==> config.mk <==
export PLATFORM = sky130hd
export DESIGN_NAME = v6_pulse_gen
export DESIGN_NICKNAME = d
export VERILOG_FILES = /design/src/rtl/v6_pulse_gen_pkg.sv /design/src/rtl/v6_pulse_fifo.sv /design/src/rtl/v6_pulse_gen.sv
export SDC_FILE = /design/constraint.sdc
export NUM_CORES = 1
export LEC_CHECK = 0
export CAP_MARGIN = 0
export CORE_MARGIN = 4
export CORE_UTILIZATION = 64
export CTS_CLUSTER_DIAMETER = 80
export DETAILED_ROUTE_END_ITERATION = 7
export PLACE_DENSITY = 0.95
export SLEW_MARGIN = 10
export SYNTH_ARGS = -nofsm -noshare
export SYNTH_HDL_FRONTEND = slang
export SYNTH_SLANG_ARGS = --single-unit
==> constraint.sdc <==
create_clock -name clk -period 11.8 [get_ports clk]
set_clock_uncertainty 0.05 [all_clocks]
set_input_delay 1.77 -clock clk [delete_from_list [all_inputs] [get_ports clk]]
set_output_delay 1.77 -clock clk [all_outputs]
set_load 0.1 [all_outputs]
==> src/rtl/v6_pulse_gen_pkg.sv <==
// ----------------------------------------------------------------------------
// v6_pulse_gen_pkg
// Shared settings for the v6 synthetic pulse source.
//   - SIZE_FILTER_DATA : sample width shared with the v6 shaping filter
//   - PG_DELAY_W       : default width of the per-pulse start delay
//   - PG_RISE_SHIFT, PG_DECAY_SHIFT, PG_FIFO_DEPTH : default pulse-generator settings
//   - pg_state_t       : pulse FSM state encoding
//   - pg_cmd_t         : queued pulse command {amp, delay}
// ----------------------------------------------------------------------------
package v6_pulse_gen_pkg;

    localparam int SIZE_FILTER_DATA = 16;
    localparam int PG_DELAY_W       = 16;
    localparam int PG_RISE_SHIFT    = 2;
    localparam int PG_DECAY_SHIFT   = 4;
    localparam int PG_FIFO_DEPTH    = 4;

    typedef enum logic [1:0] {
        PG_IDLE = 2'd0,
        PG_WAIT = 2'd1,
        PG_RISE = 2'd2
    } pg_state_t;

    typedef struct packed {
        logic signed [SIZE_FILTER_DATA-1:0] amp;
        logic        [PG_DELAY_W-1:0]       delay;
    } pg_cmd_t;

endpackage

==> src/rtl/v6_pulse_fifo.sv <==
// ----------------------------------------------------------------------------
// v6_pulse_fifo
// Synchronous command queue for the pulse generator.
// Ports:
//   clk, reset  : clock, synchronous active-high reset (flushes the queue)
//   push        : write push_data this edge (ignored when full, unless popping too)
//   push_data   : command to enqueue
//   pop         : drop the head entry this edge (ignored when empty)
//   pop_data    : head entry (valid when !empty)
//   full, empty : occupancy flags
// Handshake: the caller qualifies push/pop; a push and a pop on the same edge
// are both honoured even when the queue is full.
// ----------------------------------------------------------------------------
module v6_pulse_fifo
    import v6_pulse_gen_pkg::*;
#(
    parameter type T     = pg_cmd_t,
    parameter int  DEPTH = PG_FIFO_DEPTH
) (
    input  logic clk,
    input  logic reset,
    input  logic push,
    input  T     push_data,
    input  logic pop,
    output T     pop_data,
    output logic full,
    output logic empty
);

    localparam int AW = $clog2(DEPTH);

    T               mem [DEPTH];
    logic [AW:0]    wr_ptr;
    logic [AW:0]    rd_ptr;
    logic           do_pop;
    logic           do_push;

    // Extra pointer bit distinguishes full from empty when the indices match.
    assign empty   = (wr_ptr == rd_ptr);
    assign full    = (wr_ptr[AW] != rd_ptr[AW]) && (wr_ptr[AW-1:0] == rd_ptr[AW-1:0]);
    assign do_pop  = pop && !empty;
    assign do_push = push && (!full || do_pop);
    assign pop_data = mem[rd_ptr[AW-1:0]];

    always_ff @(posedge clk) begin
        if (reset) begin
            wr_ptr <= '0;
            rd_ptr <= '0;
        end else begin
            if (do_push) wr_ptr <= wr_ptr + (AW+1)'(1);
            if (do_pop)  rd_ptr <= rd_ptr + (AW+1)'(1);
        end
    end

    always_ff @(posedge clk) begin
        if (do_push && !reset) mem[wr_ptr[AW-1:0]] <= push_data;
    end

endmodule

==> src/rtl/v6_pulse_gen.sv <==
// ----------------------------------------------------------------------------
// v6_pulse_gen
// Synthetic detector-pulse source. Queued (amplitude, delay) commands become
// pulses with a linear rise of 2**RISE_SHIFT samples and an exponential tail;
// tails of successive pulses pile up. One sample per sample_en strobe.
// Optional feature macro: PULSE_GEN_NOISE_EN adds 4-bit LFSR noise to the
// output only (never to the accumulator).
// Ports:
//   clk, reset    : clock, synchronous active-high reset
//   sample_en     : sample strobe; datapath and FSM advance only when high
//   cmd_valid/cmd_ready/cmd_amp/cmd_delay : command input
//     valid/ready: a command transfers on a clk edge where cmd_valid && cmd_ready;
//     cmd_ready = queue not full and not in reset; cmd_* must hold until transfer.
//   output_data   : signed saturated sample, registered on the strobe edge
//   output_valid  : registered sample_en
//   busy          : FSM not idle or queue non-empty
//   sat_flag      : sticky saturation indicator, cleared only by reset
//   dbg_state     : current FSM state (pg_state_t encoding)
// ----------------------------------------------------------------------------
module v6_pulse_gen
    import v6_pulse_gen_pkg::*;
#(
    parameter int DATA_W      = SIZE_FILTER_DATA,
    parameter int DELAY_W     = PG_DELAY_W,
    parameter int RISE_SHIFT  = PG_RISE_SHIFT,
    parameter int DECAY_SHIFT = PG_DECAY_SHIFT,
    parameter int FIFO_DEPTH  = PG_FIFO_DEPTH
) (
    input  logic                clk,
    input  logic                reset,
    input  logic                sample_en,
    input  logic                cmd_valid,
    output logic                cmd_ready,
    input  logic [DATA_W-1:0]   cmd_amp,
    input  logic [DELAY_W-1:0]  cmd_delay,
    output logic [DATA_W-1:0]   output_data,
    output logic                output_valid,
    output logic                busy,
    output logic                sat_flag,
    output logic [1:0]          dbg_state
);

    localparam int ACC_W = DATA_W + 2;

    localparam logic [1:0] S_IDLE = 2'(PG_IDLE);
    localparam logic [1:0] S_WAIT = 2'(PG_WAIT);
    localparam logic [1:0] S_RISE = 2'(PG_RISE);

    localparam logic signed [ACC_W-1:0] MAX_V = {3'b000, {(DATA_W-1){1'b1}}};
    localparam logic signed [ACC_W-1:0] MIN_V = {3'b111, {(DATA_W-1){1'b0}}};
    localparam logic [RISE_SHIFT:0]     RISE_LAST = (RISE_SHIFT+1)'((1 << RISE_SHIFT) - 1);

    typedef struct packed {
        logic [DATA_W-1:0]  amp;
        logic [DELAY_W-1:0] delay;
    } cmd_t;

    function automatic logic signed [ACC_W-1:0] clamp(input logic signed [ACC_W-1:0] v);
        if (v > MAX_V)      return MAX_V;
        else if (v < MIN_V) return MIN_V;
        else                return v;
    endfunction

    logic [1:0]                 state;
    logic [DELAY_W-1:0]         cnt;
    logic [RISE_SHIFT:0]        rcnt;
    logic signed [DATA_W-1:0]   step;
    logic signed [ACC_W-1:0]    acc;

    cmd_t                       fifo_in;
    cmd_t                       fifo_out;
    logic                       fifo_full;
    logic                       fifo_empty;
    logic                       fifo_push;
    logic                       fifo_pop;
    logic signed [DATA_W-1:0]   pop_amp;

    logic signed [ACC_W-1:0]    dec;
    logic signed [ACC_W-1:0]    acc_next;
    logic signed [ACC_W-1:0]    acc_clamped;
    logic signed [ACC_W-1:0]    out_pre;
    logic signed [ACC_W-1:0]    out_clamped;
    logic                       sat_hit;

    assign cmd_ready = !fifo_full && !reset;
    assign fifo_push = cmd_valid && cmd_ready;
    assign fifo_pop  = sample_en && (state == S_IDLE) && !fifo_empty;
    assign fifo_in   = '{amp: cmd_amp, delay: cmd_delay};
    assign pop_amp   = fifo_out.amp;
    assign busy      = (state != S_IDLE) || !fifo_empty;
    assign dbg_state = state;

    v6_pulse_fifo #(
        .T     (cmd_t),
        .DEPTH (FIFO_DEPTH)
    ) u_fifo (
        .clk       (clk),
        .reset     (reset),
        .push      (fifo_push),
        .push_data (fifo_in),
        .pop       (fifo_pop),
        .pop_data  (fifo_out),
        .full      (fifo_full),
        .empty     (fifo_empty)
    );

    // Decay term. Arithmetic shift alone would stall a small positive tail
    // forever, so force a minimum step of 1 while acc is positive.
    always_comb begin
        dec = acc >>> DECAY_SHIFT;
        if (dec == '0 && !acc[ACC_W-1] && acc != '0) dec = ACC_W'(1);
        acc_next = acc - dec;
        if (state == S_RISE) acc_next = acc_next + {{2{step[DATA_W-1]}}, step};
        acc_clamped = clamp(acc_next);
    end

`ifdef PULSE_GEN_NOISE_EN
    logic [15:0] lfsr;
    logic [15:0] lfsr_next;

    // Fibonacci LFSR, taps 16,14,13,11. Output uses the value it steps to
    // on this strobe.
    assign lfsr_next = {lfsr[14:0], lfsr[15] ^ lfsr[13] ^ lfsr[12] ^ lfsr[10]};
    assign out_pre   = acc_next + {{(ACC_W-4){lfsr_next[3]}}, lfsr_next[3:0]};

    always_ff @(posedge clk) begin
        if (reset)          lfsr <= 16'hACE1;
        else if (sample_en) lfsr <= lfsr_next;
    end
`else
    assign out_pre = acc_next;
`endif

    assign out_clamped = clamp(out_pre);
    assign sat_hit     = (out_clamped != out_pre) || (acc_clamped != acc_next);

    always_ff @(posedge clk) begin
        if (reset) begin
            state        <= S_IDLE;
            cnt          <= '0;
            rcnt         <= '0;
            step         <= '0;
            acc          <= '0;
            output_data  <= '0;
            output_valid <= 1'b0;
            sat_flag     <= 1'b0;
        end else begin
            output_valid <= sample_en;
            if (sample_en) begin
                acc         <= acc_clamped;
                output_data <= out_clamped[DATA_W-1:0];
                if (sat_hit) sat_flag <= 1'b1;

                case (state)
                    // The pop sample itself is decay-only.
                    S_IDLE: begin
                        if (!fifo_empty) begin
                            step <= pop_amp >>> RISE_SHIFT;
                            rcnt <= '0;
                            if (fifo_out.delay == '0) begin
                                state <= S_RISE;
                            end else begin
                                state <= S_WAIT;
                                cnt   <= fifo_out.delay - DELAY_W'(1);
                            end
                        end
                    end
                    S_WAIT: begin
                        if (cnt == '0) state <= S_RISE;
                        else           cnt   <= cnt - DELAY_W'(1);
                    end
                    S_RISE: begin
                        if (rcnt == RISE_LAST) state <= S_IDLE;
                        else                   rcnt  <= rcnt + (RISE_SHIFT+1)'(1);
                    end
                    default: state <= S_IDLE;
                endcase
            end
        end
    end

endmodule
Word level (Yosys, flattened, before mapping). Memories as Yosys holds them, arrays and structs flattened. A register that Yosys moved wholly into a read port is not among the register bits. Index checks and enable logic that the tools add are counted.

Bitwise operators: 1. Muxes and demuxes: 20. $lt $le $gt $ge: 2. Add/sub/neg operators: 7. Equal/unequal tests: 13. Reduce and logical (&&, ||, !) cells: 29.

Operators with widths (number): $mux 18 (4); $mux 16 (3); $logic_not 16->1 (2); $pmux 16 s2 (1); $sub 16x1->16 const B (2); $add 18x18->18 (1); $gt 18x16->1 const B (1); $logic_not 18->1 (1); $lt 18x16->1 const B (1); $ne 18x18->1 (1); $reduce_bool 18->1 (1); $sub 18x18->18 (1); $mux 2 (6); $logic_and 1x1->1 (10); $ne 2x2->1 const B (5); $add 3x1->3 const B (3); $reduce_and 4->1 (2); $mux 3 (2); $pmux 2 s3 (1); $pmux 3 s2 (1); $reduce_bool 2->1 (3); $reduce_and 5->1 (1); $logic_not 1->1 (4); $eq 3x2->1 const B (1); 12 further kinds (14).

Bits in writable memories: 128. Memories: 1. Bits in registers: 77. Output and inout bits: 22.

Memory list: u_fifo.mem (words 4, bits a word 32, rd ports 1, clocked after Yosys merged registers in 1, wr ports 1, line v6_pulse_fifo.sv:32) `T mem [DEPTH];`.

Longest topological paths before layout. Gate-level depths: netlist of run 1.

Word-level depth: 12. Depth in mapped cells: 32.

Modules after synthesis. Synthesis of run 1 repeated with hierarchy kept, for this count alone.

Cell total of the unflattened synthesis: 918. Area, all modules: 10403.7 um^2.

Modules (own cells, without submodules): v6_pulse_gen (cells each 691, instances 1, area an instance 5237.5 um^2); v6_pulse_fifo (cells each 227, instances 1, area an instance 5166.2 um^2).

Least setup slack after synthesis of run 1. No wires, ideal clock.

Kind: reg-to-reg. Start point: register acc[17]. End point: register sat_flag. Setup slack: 6029 ps. Data arrival time: 5602 ps. Stages on the path, launching flop included: 31. Required time: 11631 ps. Cell sequence: dfxtp_1 -> inv_1 -> ha_1 -> nor4b_1 -> nand4_1 -> a21oi_1 -> or2_2 -> ha_1 -> inv_1 -> fa_1 -> nand3_1 -> nand2_1 -> a31oi_1 -> xnor2_1 -> ha_1 -> a211o_1 -> a221oi_2 -> o21bai_2 -> a221o_1 -> o41a_1 -> mux2i_1 -> xnor2_1 -> nor2_1 -> nand2_1 -> ha_1 -> nor3_1 -> nand4_1 -> nor4b_1 -> and4b_1 -> nand4_1 -> a32o_2.

Longest elaborated chain between the ends: 12.

Ends and longest elaborated chain: from (decl) (line v6_pulse_gen.sv:68) `logic signed [ACC_W-1:0] acc;`; from (signal assigned) (line v6_pulse_gen.sv:150) `acc <= acc_clamped;`; $logic_not 18->1 / $logic_not 1->1 (equally long branches) (line v6_pulse_gen.sv:111) `if (dec == '0 && !acc[ACC_W-1] && acc != '0) dec = ACC_W'(1);`; $logic_and 1x1->1 (2 in series) (line v6_pulse_gen.sv:111); $mux 18 (line v6_pulse_gen.sv:111); $sub 18x18->18 (*) (line v6_pulse_gen.sv:112) `acc_next = acc - dec;`; $add 18x18->18 (line v6_pulse_gen.sv:113) `if (state == S_RISE) acc_next = acc_next + {{2{step[DATA_W-1]}}, step};`; $mux 18 (*) (line v6_pulse_gen.sv:113); $lt 18x16->1 (line v6_pulse_gen.sv:60) `else if (v < MIN_V) return MIN_V;`; $mux 18 (line v6_pulse_gen.sv:60); $mux 18 (line v6_pulse_gen.sv:59) `if (v > MAX_V) return MAX_V;`; $ne 18x18->1 (*) (line v6_pulse_gen.sv:135) `assign sat_hit = (out_clamped != out_pre) || (acc_clamped != acc_next);`; $reduce_and 2->1 (no line) (*); to (signal assigned) (line v6_pulse_gen.sv:146) `sat_flag <= 1'b0;`; to (signal assigned) (line v6_pulse_gen.sv:152) `if (sat_hit) sat_flag <= 1'b1;`; to (decl) (line v6_pulse_gen.sv:39) `output logic sat_flag,`.

Every way passes the cells marked *; elsewhere a longest branch is shown, timed or not. A chain may end at the register's enable or synchronous reset.

Worst setup path after layout of run 1. Same ends and word-level chain as after synthesis.

==> results by group, run 1 <==
Setup path
  • FF-to-FF setup slack: between 4 and 5 ns
  • Reg2reg end: sat_flag
  • CP max stage delay: approximately 0.50 ns
  • Slowest-stage cell, CP: nor4b_1
  • Stages on worst setup path: 31
  • Crit Path Class: flop to flop
  • Top fanout value on the critical path: 6
  • Most frequent CP cell: ha_1
  • WP buf/inv: 2
  • Crit path launch type: flop
  • Crit path max-delay family: simple AND/OR/NAND/NOR gates
  • Reg2reg path depth: 31
  • Reg2reg start: acc[17]
  • Worst endpoint required time: approximately 12 ns
  • Endpoint class of the critical path: flop
  • Worst EP arrival: approximately 7.3 ns

Routing
  • Vias per inst: roughly 6.5
  • Vias: 6853
  • WL final: approximately 22 mm
  • Initial DRC Count: between 800 and 900
  • 1st-pass router iterations: 6
  • Antenna-violating nets left: 0
  • Wirelength per Cell: ~21 µm
  • DRC violations left: 0

Yosys
  • Netlist cell types: 70
  • Post-synthesis net count: approximately 910
  • Yosys top cell area share: 0.3799
  • Commonest register cell after synthesis: edfxtp_1
  • Post-Syn Area per Cell: around 12 µm²
  • #FFs+latches synth: around 180
  • Synth area leader: edfxtp_1
  • FFs w/ async S/R, synth: 0
  • Synth Instances: between 800 and 900
  • Post-synth EDFFs: 120
  • Sequential element share of the synthesized area: 0.5129
  • Area contributors post-synth: edfxtp_1 (38%), dfxtp_1 (13%), mux4_2 (7.1%), ha_1 (6.2%), nand2_1 (3.1%)
  • Synthesized cell area: 0.009485 mm²
  • Synth warn: 0

Placement
  • Dpl cell area: a little over 0.01 mm²
  • Cells after DPL: 1017
  • Hpwl dp: 14.18 mm
  • GP Congestion: 0.9196
  • Input/output buffers: 55

Clocking
  • Clk_lat worst skew: between 0.4 and 0.5 ns
  • CTS tree: done
  • Post-CTS setup buffer count: 0
  • Post-CTS Resized: 0
  • CTS Hold Bufs: 0
  • TritonCTS Buffers: 17
  • Total clock sinks: about 180
  • Worst-path clk slew: 0.07 ns
  • Clock Path Buffers: 2
  • H-tree Lvls: 4
  • CTS root buf: clkbuf_16

Cells and area
  • Ratio of cells with drive above 1 in the final layout: 0.1088
  • Register area: 0.004866 mm²
  • Fill count: just over 900
  • Highest-count cells in the layout ignoring fill and taps: edfxtp_1 (120), nand2_1 (79), dfxtp_1 (62), a21oi_1 (59), nor2_1 (55)
  • Area of the multi-input gates: about 0.0042 mm²
  • Final Net Count: 937
  • Area Overhead vs Synth: 11.73%
  • Post-route cell area: about 0.011 mm²
  • Final Instance Count excl. Fillers: ~1.0k
  • Most common cell after layout, fill and taps aside: edfxtp_1
  • Antenna cells: 0

STA
  • Setup TNS: 0 ns
  • Final hold vios: 0
  • Slew Viols, Final: 0
  • RSZ-0062 raised after global routing: false
  • Fmax: 0.1436 GHz
  • Period utilization: 0.5903
  • Actual slew at the worst max-slew pin: between 1 and 1.5 ns
  • Final setup viols: 0
  • Min Clock Period, post-route: ~7 ns
  • Slew HR: 0.2650

GRT
  • All-Layer GR Usage: 0.2655
  • Antenna violations before repair: 0
  • Vias in the first global route: around 6.4k
  • Largest net degree at the start of global routing: 64
  • Grt ovf: 0
  • First-pass GRT wire length: approximately 34 mm

Worst hold path
  • Hold EP: step[10]
  • Hold Path Stages: 2
  • Min-Delay Path Class: flop to flop
  • Hold path start: step[10]

Pwr
  • Max IR drop VDD: between 0.00015 and 0.0002 V
  • PwrDens: between 300 and 400 mW/mm²
  • LEAKAGE: approximately 0.0038 µW
  • Final Power: 3304 µW

Die
  • Ports: 58
  • FP Rows: 44
  • Die Height: ~130 µm
  • Core outline area: ~0.015 mm²
  • Die area: ~0.017 mm²
  • Horiz. Die Dim: 129.7 µm
  • Initial Utilization: 0.6526

Run
  • MaxCap Viol Count: 0

Outcome
  • Status: finished clean
## sequential cells by signal, indices dropped and copies added (netlist names), 2 cells and up, named ones only
signal,cells
u_fifo.mem,120
cnt,16
output_data,15
step,14
acc,3
rcnt,3
u_fifo.rd_ptr,3
u_fifo.wr_ptr,3
dbg_state,2
## cells by family after synthesis
family	Yosys count	share of synthesized area
AO/OA/AOI/OAI	181	0.1305
XOR/XNOR	42	0.03878
adder cells (fa/ha/maj)	49	0.06622
buffers and inverters	79	0.03970
flip-flops	183	0.5129
multiplexers	50	0.09273
AND/OR/NAND/NOR	236	0.1192
## cell usage after synthesis (7+ instances only)
master / count
a211oi_1: 11
a21o_1: 14
a21oi_1: 59
a221oi_1: 12
a31oi_1: 10
and3_1: 11
buf_4: 16
clkbuf_1: 24
dfxtp_1: 63
edfxtp_1: 120
ha_1: 47
inv_1: 29
mux2i_1: 17
mux4_2: 30
nand2_1: 79
nand2b_1: 12
nand3_1: 9
nor2_1: 55
nor3_1: 15
nor4_1: 12
o21ai_0: 21
or2_2: 11
or3_1: 7
xnor2_1: 26
xor2_1: 16
## cell type report
| class | instances | share of cell area |
|---|---|---|
| Inverter | 30 | 0.01063 |
| Multi-Input combinational cell | 558 | 0.4007 |
| Sequential cell | 183 | 0.4591 |
| Timing Repair Buffer | 62 | 0.05643 |
| Clock buffer | 18 | 0.04050 |
| Tap cell | 184 | 0.02172 |
| Clock inverter | 13 | 0.01086 |
## power breakdown
group,internal [µW],switching (µW),leakage [µW]
Sequential,753,86.0,0.00161
Clock,275,255,0.000257
Combinational,750,1190,0.00196
## per-layer routing
metal | share of wire | vias up | wire length (µm) | global-route usage
met5 | 0 | - | 0 | 0
met1 | 0.41 | 3244 | 9036 | 0.3627
met4 | 0.029 | 0 | 638 | 0.09169
met2 | 0.47 | 396 | 10350 | 0.4298
li1 | - | 3154 | - | -
met3 | 0.083 | 59 | 1811 | 0.05403
## worst max-delay path by stage
stage	from	end	slack, ns
3_3_place_gp	acc[17]	sat_flag	5.26
2_1_floorplan	acc[17]	sat_flag	6.03
3_5_place_dp	acc[17]	sat_flag	5.17
4_1_cts	acc[17]	sat_flag	5.01
6_report	acc[17]	sat_flag	4.83
5_1_grt	acc[17]	sat_flag	4.59
## per-stage QoR
step                worst slack, ns  hold slack (ns)    util
finish                        4.834           0.4217  0.7292
global route                  4.593           0.4293  0.7292
CTS                           5.005           0.4218  0.7292
detailed placement            5.167           0.4013  0.6917
global placement              5.264           0.3985  0.6917
floorplan                     6.029           0.3906       -
## tightest hold or removal path: stages, from the launching register on
cell     delay (ns)
dfxtp_1        0.31
nand2_1        0.06
a21oi_1        0.06
No activity file was read; power rests on OpenSTA's default activity.
==> run 2: changes to the inputs <==
- CORE_UTILIZATION: 64 -> 54
- PLACE_DENSITY: 0.95 -> 0.87
- clock period: 11.8 -> 5.81 ns (I/O delays scaled with it)
==> results by group, run 2 (same netlist as run 1, synthesis figures left out) <==
STA
  • Fmax: 0.1692 GHz (+18%)
  • Slew HR: 0.2523 (-0.01264)
  • Slew Viols, Final: 0 (unchanged)
  • Actual slew at the worst max-slew pin: 1.122 ns (+0.01896 ns)
  • Period utilization: 1.017 (+0.4270)
  • Setup ws final: -0.1006 ns (-4.935 ns)
  • Final hold vios: 0 (unchanged)
  • Final setup viols: 1 (+1)
  • RSZ-0062 raised after global routing: true
  • Min Clock Period, post-route: 5.911 ns (-1.055 ns)
  • Hold slack: 0.4147 ns (-0.007036 ns)
  • Setup TNS: -0.1006 ns (-0.1006 ns)

Die
  • Ports: 58 (unchanged)
  • FP Rows: 48 (+9.1%)
  • Horiz. Die Dim: 140.5 µm (+8.3%)
  • Die area: 0.01975 mm² (+17%)
  • Core outline area: 0.01724 mm² (+19%)
  • Initial Utilization: 0.5503 (-0.1023)
  • Die Height: 140.5 µm (+8.3%)

Clocking
  • TritonCTS Buffers: 17 (unchanged)
  • Worst-path clk slew: 0.08 ns (about the same)
  • CTS root buf: clkbuf_16
  • CTS tree: done
  • Total clock sinks: 183 (unchanged)
  • H-tree Lvls: 4 (unchanged)
  • Clock Path Buffers: 2 (unchanged)
  • Clk_lat worst skew: 0.44 ns (about the same)
  • CTS Hold Bufs: 0 (unchanged)

Outcome
  • Status: finished with violations
  • Failing checks: negative setup slack

Placement
  • Hpwl dp: 14.14 mm (-0.32%)
  • Input/output buffers: 55 (unchanged)
  • Post-Place Worst Slack: -0.4518 ns (-5.619 ns)
  • GP Congestion: 0.8956 (-2.6%)

Setup path
  • Endpoint class of the critical path: flop
  • Worst endpoint required time: 6.09 ns (-5.99 ns)
  • Crit Path Class: flop to flop
  • Slowest-stage cell, CP: a221o_1
  • FF-to-FF setup slack: -0.10 ns (-4.93 ns)
  • CP max stage delay: 0.35 ns (-0.15 ns)
  • Worst EP arrival: 6.20 ns (-1.05 ns)
  • Crit path launch type: flop
  • Worst Setup SP: acc[16]
  • Top fanout value on the critical path: 2 (-4)
  • Reg2reg start: acc[16]

Cells and area
  • Final Net Count: 1019 (+8.8%)
  • Area Overhead vs Synth: 20.88%
  • Max reg flops: 120 (unchanged)
  • Ratio of cells with drive above 1 in the final layout: 0.2091 (+0.1003)
  • Most common cell after layout, fill and taps aside: edfxtp_1
  • Antenna cells: 0 (unchanged)
  • Highest-count cells in the layout ignoring fill and taps: edfxtp_1 (120), buf_4 (89), nand2_1 (78), dfxtp_1 (60), a21oi_1 (57)

Routing
  • Vias per inst: 6.068 (-7.2%)
  • Initial DRC Count: 751 (-8.0%)
  • Wirelength per Cell: 18.26 µm (-12%)
  • DRC violations left: 0 (unchanged)
  • Vias: 7112 (+3.8%)
  • Antenna-violating nets left: 0 (unchanged)
  • 1st-pass router iterations: 6 (unchanged)
  • WL final: 21.40 mm (-2.0%)

GRT
  • All-Layer GR Usage: 0.2192 (-0.04626)
  • Largest net degree at the start of global routing: 63 (-1.6%)
  • Antenna violations before repair: 0 (unchanged)
  • First-pass GRT wire length: 34.71 mm (+1.4%)
  • Grt ovf: 0 (unchanged)
  • Vias in the first global route: 6783 (+5.2%)

Worst hold path
  • Min-Delay Path Class: flop to flop
  • Hold path start: step[7]

Run
  • MaxCap Viol Count: 0 (unchanged)
-- run 2: metal layers --
metal	vias up	global-route usage	routed length, µm
met5	-	0	0
met4	0	0.06578	433
met3	48	0.03619	1312
met2	302	0.3614	10290
met1	3450	0.3010	9358
li1	3312	-	-
-- run 2: metrics by stage --
| stage | utilization | cell area, µm² | cells |
|---|---|---|---|
| after CTS | 0.6599 | 11370 | 1167 |
| final | 0.6652 | 11470 | 1172 |
| after global routing | 0.6652 | 11470 | 1172 |
| after detailed placement | 0.6145 | 10590 | 1123 |
| after floorplan | - | 9485 | 820 |
| after global placement | 0.6145 | 10590 | 1123 |
-- run 2: final cells by class --
cell class	instances	area, µm²
Inverter	30	112.6
Clock buffer	18	429.2
Fill cell	1175	5771
Multi-Input combinational cell	558	4400
Timing Repair Buffer	144	1214
Tap cell	225	281.5
Sequential cell	183	4868
Clock inverter	14	160.2
-- run 2: path summary, 6_finish.rpt --
| check | to | cells past startpoint |
|---|---|---|
| max | sat_flag | 30 |
| min | step[7] | 2 |
| max reg2reg | sat_flag | 30 |
| min reg2reg | step[7] | 2 |
-- run 2: worst max-delay path, delay by kind of cell, from the launching register on --
kind                       cells  cell delay, ns
and+or+nand+nor               12            1.77
adders and majority gates      5            1.05
AOI/OAI and AO/OA              8            2.03
buffers and inverters          2            0.10
muxes                          1            0.19
xor gates and xnor gates       2            0.27
DFF                            1            0.33
-- run 2: repair_timing --
| item | in CTS | in global routing |
|---|---|---|
| buffers inserted | 13 | 6 |
| endpoints found under the setup margin | 9 | 15 |
| pin swaps | 27 | 23 |
| gates resized for setup | 25 | 9 |
Power of run 2 is left out: the tool's default activity adds up to more than one toggle a clock period on the data nets, which glitch-free logic cannot reach.
==> patch 1: new RTL, flow settings as in run 1 <==
Build with the macro `PULSE_GEN_NOISE_EN` defined.
--- a/src/rtl/v6_pulse_gen.sv
+++ b/src/rtl/v6_pulse_gen.sv
@@ -17,6 +17,8 @@
 //   sat_flag      : sticky saturation indicator, cleared only by reset
 //   dbg_state     : current FSM state (pg_state_t encoding)
 // ----------------------------------------------------------------------------
+`define PULSE_GEN_NOISE_EN
+
 module v6_pulse_gen
     import v6_pulse_gen_pkg::*;
 #(
Behaviour: not the same (a bounded check fails within 4 cycles, from zero or initial values and one cycle with reset high).
==> patch 1 against run 1 <==
  * Critical path depth fell by 1
  * Core utilization fell by 0.097 points
  * Sequential cell count rose by 32
  * Area after synthesis rose by 22%
  * Design area rose by 23%
  * Die area rose by 21%
  * Count of clock-buffer cells in the layout rose by 10
  * Worst setup slack got worse by 1.1 ns
  * Wire length rose by 40%
Power is not shown: default switching activity piles up to over one toggle a cycle in this logic, so the estimate is an artifact.
==> patch 1: results (changes against run 1) <==
[worst_setup_path]
reg2reg_depth=30  ; was 31
crit_family=compound AO/OA/AOI/OAI gates  ; was simple AND/OR/NAND/NOR gates
crit_end=output_data[6]$_SDFFE_PP0P_  ; was sat_flag$_SDFFE_PP0P_
worstPathMaxFanout=16  ; was 6
r2r_slack_ns=3.70  ; was 4.83 ns
cp_slowest_cell=a221oi_1  ; was nor4b_1

[final_layout]
seq_cells=215  ; was 183
clock_area_share_pct=5.46  ; was 5.14%
seq_share_pct=42.2  ; was 45.9%
clockBufferCount=28  ; was 18
multi_input_area_share_pct=44.0  ; was 40.1%
nonClockInverterCount=49  ; was 30
drive_gt1_share_pct=8.98  ; was 10.9%
nonClkBufAreaFrac_pct=4.66  ; was 5.64%
nMultiInputCombCells=790  ; was 558
signal_buffers=64  ; was 62
fill_cells=1116  ; was 927

[timing]
slew_headroom_pct=23.9  ; was 26.5%

[clock_network]
post_cts_buffers=0  ; unchanged
insertion_delay_ns=0.50  ; was 0.43 ns
cts_buffers=22  ; was 17

[yosys]
synth_mux_area_share_pct=9.31  ; was 9.27%
synth-adder-area-share_pct=7.30  ; was 6.62%
yosysSeqAreaShare_pct=47.4  ; was 51.3%
synth_fp_nets=1200  ; was 905
synth_common_cells=nor2_1 (124), edfxtp_1 (120), dfxtp_1 (95), nand2_1 (93), a21oi_1 (77)  ; was edfxtp_1 (120), nand2_1 (79), dfxtp_1 (63), a21oi_1 (59), nor2_1 (55)
synth-compound-area-share_pct=14.6  ; was 13.0%
synth-xor-area-share_pct=4.49  ; was 3.88%
yosys-top-cells-area=edfxtp_1 (31%), dfxtp_1 (16%), ha_1 (6.8%)  ; was edfxtp_1 (38%), dfxtp_1 (13%), mux4_2 (7.1%)

[min_path]
min-delay-start=cnt[15]$_SDFFE_PP0P_  ; was step[10]$_SDFFE_PP0P_
min_to=cnt[15]$_SDFFE_PP0P_  ; was step[10]$_SDFFE_PP0P_

[grt]
grt_util_met2_pct=50.5  ; was 43.0%
grt_usage_pct=30.2  ; was 26.5%
use_met1_pct=38.4  ; was 36.3%
grt_pass1_wl_mm=48.9  ; was 34.2 mm
grt_max_degree=78  ; was 64
first_global_vias=9047  ; was 6447

[detailed_routing]
num_vias=9299  ; was 6853
drtIter0Drc=1201  ; was 816
met1Wirelength_mm=11.3  ; was 9.04 mm
drt-wirelength-per-cell_um=22.0  ; was 20.8 µm
met3WireLength_mm=2.82  ; was 1.81 mm
dr_wl_met2_mm=14.8  ; was 10.3 mm

[placed_design]
gp_congestion=0.914  ; was 0.920
dp_hpwl_mm=18.8  ; was 14.2 mm

[status]
status=finished clean  ; unchanged

-- patch 1: cell types whose count changed in the layout (fill, tap and decap cells not counted), sizes merged, moves of 11 or more --
cell | run 1 | this run
a21oi | 60 | 77
a221oi | 13 | 2
dfxtp | 63 | 95
ha | 47 | 63
inv | 35 | 51
mux2i | 17 | 36
nand2 | 79 | 93
nor2 | 55 | 124
o21ai | 22 | 44
-- patch 1: per-stage QoR --
| stage | util, % | instances | hold WS, ns | area [µm²] | worst slack (ns) |
|---|---|---|---|---|---|
| global placement | 68.8 | 1347 | 0.406 | 12300 | 4.17 |
| finish | 72.8 | 1387 | 0.429 | 13000 | 3.70 |
| global route | 72.8 | 1387 | 0.447 | 13000 | 3.03 |
| detailed placement | 68.8 | 1347 | 0.415 | 12300 | 4.03 |
| floorplan | - | 1098 | 0.391 | 11600 | 5.15 |
| CTS | 72.8 | 1387 | 0.427 | 13000 | 3.87 |
==> patch 2: new RTL, flow settings as in run 1 <==
Made on the original files. Register the output `sat_flag` once more, with the module's reset; this adds one clock of latency there. The other outputs are not delayed to match.
--- a/src/rtl/v6_pulse_gen.sv
+++ b/src/rtl/v6_pulse_gen.sv
@@ -54,6 +54,8 @@
         logic [DATA_W-1:0]  amp;
         logic [DELAY_W-1:0] delay;
     } cmd_t;
+
+    logic sat_flag_s0;
 
     function automatic logic signed [ACC_W-1:0] clamp(input logic signed [ACC_W-1:0] v);
         if (v > MAX_V)      return MAX_V;
@@ -143,13 +145,13 @@
             acc          <= '0;
             output_data  <= '0;
             output_valid <= 1'b0;
-            sat_flag     <= 1'b0;
+            sat_flag_s0  <= 1'b0;
         end else begin
             output_valid <= sample_en;
             if (sample_en) begin
                 acc         <= acc_clamped;
                 output_data <= out_clamped[DATA_W-1:0];
-                if (sat_hit) sat_flag <= 1'b1;
+                if (sat_hit) sat_flag_s0 <= 1'b1;
 
                 case (state)
                     // The pop sample itself is decay-only.
@@ -179,4 +181,12 @@
         end
     end
 
+    always_ff @(posedge clk) begin
+        if (reset) begin
+            sat_flag <= '0;
+        end else begin
+            sat_flag <= sat_flag_s0;
+        end
+    end
+
 endmodule
Behaviour: no difference found for any inputs over 4 cycles, from zero or initial values and one cycle with reset high; that may be too few to reach the edited logic, so the function may still have changed.
==> patch 2 against run 1 <==
  * Global-route usage down 1.0 points
  * Core utilization grew 1.1 points
  * Largest cell class unchanged
  * Worst setup slack improved by 0.31 ns
  * Wire length is 1.3% higher
  * Design area increased by 2.6%
  * Area after synthesis increased by 2.5%
  * Sequential cell count up 1
Power is left out: the tool's default activity adds up to more than one toggle a clock period on the data nets, which glitch-free logic cannot reach.
==> patch 2: results (changes against run 1) <==
[status]
status=finished clean  ; unchanged

[yosys]
synth_fp_nets=924  ; was 905
synth_mux_area_share_pct=10.7  ; was 9.27%
synth_common_cells=edfxtp_1 (120), nor2_1 (70), dfxtp_1 (64), nand2_1 (60), a21oi_1 (48)  ; was edfxtp_1 (120), nand2_1 (79), dfxtp_1 (63), a21oi_1 (59), nor2_1 (55)
synth_cell_type_count=71  ; was 70
syn_area_per_cell_um2=11.6  ; about the same
synth-adder-area-share_pct=6.46  ; was 6.62%
yosys-top-cells-area=edfxtp_1 (37%), dfxtp_1 (13%), mux4_2 (6.9%)  ; was edfxtp_1 (38%), dfxtp_1 (13%), mux4_2 (7.1%)
synth-compound-area-share_pct=12.5  ; was 13.0%

[grt]
use_met1_pct=34.7  ; was 36.3%
grt_use_met3_pct=5.77  ; was 5.40%
first_global_vias=6724  ; was 6447
grt_usage_pct=25.5  ; was 26.5%
grt_max_degree=53  ; was 64

[worst_setup_path]
crit_family=compound AO/OA/AOI/OAI gates  ; was simple AND/OR/NAND/NOR gates
worstPathArrival_ns=6.95  ; was 7.25 ns
timing.rr.end=sat_flag_s0$_SDFFE_PP0P_  ; was sat_flag$_SDFFE_PP0P_
slowest_delay_ns=0.54  ; was 0.50 ns
reg2reg_depth=28  ; was 31
cp_slowest_cell=a21boi_0  ; was nor4b_1
r2r_slack_ns=5.15  ; was 4.83 ns

[floorplanning]
initial_core_util_pct=66.2  ; was 65.3%

[detailed_routing]
viasPerCell=6.58  ; was 6.54
drt_pre_antenna_iters=7  ; was 6
drtIter0Drc=921  ; was 816
drt-wirelength-per-cell_um=20.8  ; about the same
num_vias=7005  ; was 6853

[placed_design]
gp_congestion=0.918  ; was 0.920

[timing]
slew_headroom_pct=28.6  ; was 26.5%

[final_layout]
nets=953  ; was 937

patch 2: final cells by class:
class	instances	area [µm²]
Clock inverter	13	136
Tap cell	184	230
Timing Repair Buffer	62	598
Sequential cell	184	4890
Clock buffer	19	443
Multi-Input combinational cell	565	4440
Fill cell	873	3820
Inverter	38	143
patch 2: how the worst min path moves through the flow:
stage	startpoint	to	slack, ns	cells after the start
after CTS	cnt[12]$_SDFFE_PP0P_	cnt[12]$_SDFFE_PP0P_	0.43	2
after detailed placement	cnt[12]$_SDFFE_PP0P_	cnt[12]$_SDFFE_PP0P_	0.42	2
final	cnt[12]$_SDFFE_PP0P_	cnt[12]$_SDFFE_PP0P_	0.43	2
after global placement	cnt[6]$_SDFFE_PP0P_	cnt[6]$_SDFFE_PP0P_	0.41	2
after floorplan	cnt[14]$_SDFFE_PP0P_	cnt[14]$_SDFFE_PP0P_	0.39	2
after global routing	cnt[12]$_SDFFE_PP0P_	cnt[12]$_SDFFE_PP0P_	0.44	2
patch 2: per-stage QoR:
step | hold slack, ns | setup WS (ns) | area (µm²)
6_report | 0.431 | 5.15 | 10900
5_1_grt | 0.436 | 4.71 | 10900
3_3_place_gp | 0.407 | 5.34 | 10300
2_1_floorplan | 0.394 | 6.27 | 9730
4_1_cts | 0.428 | 5.22 | 10900
3_5_place_dp | 0.421 | 5.29 | 10300
patch 2: cells by family (layout without fill, tap and decap cells):
group	count (synthesis)	in the layout
AO/OA/AOI/OAI	168	168
XOR/XNOR	42	42
adder cells (fa/ha/maj)	49	49
buffers and inverters	90	132
flip-flops	184	184
multiplexers	66	66
AND/OR/NAND/NOR	240	240
patch 2: per-layer routing:
layer,routed length (µm),vias to the layer above,part of all wire (%)
li1,-,3209,-
met3,1620,72,7.3
met2,10600,327,48
met4,659,0,3.0
met1,9280,3397,42
met5,0,-,0
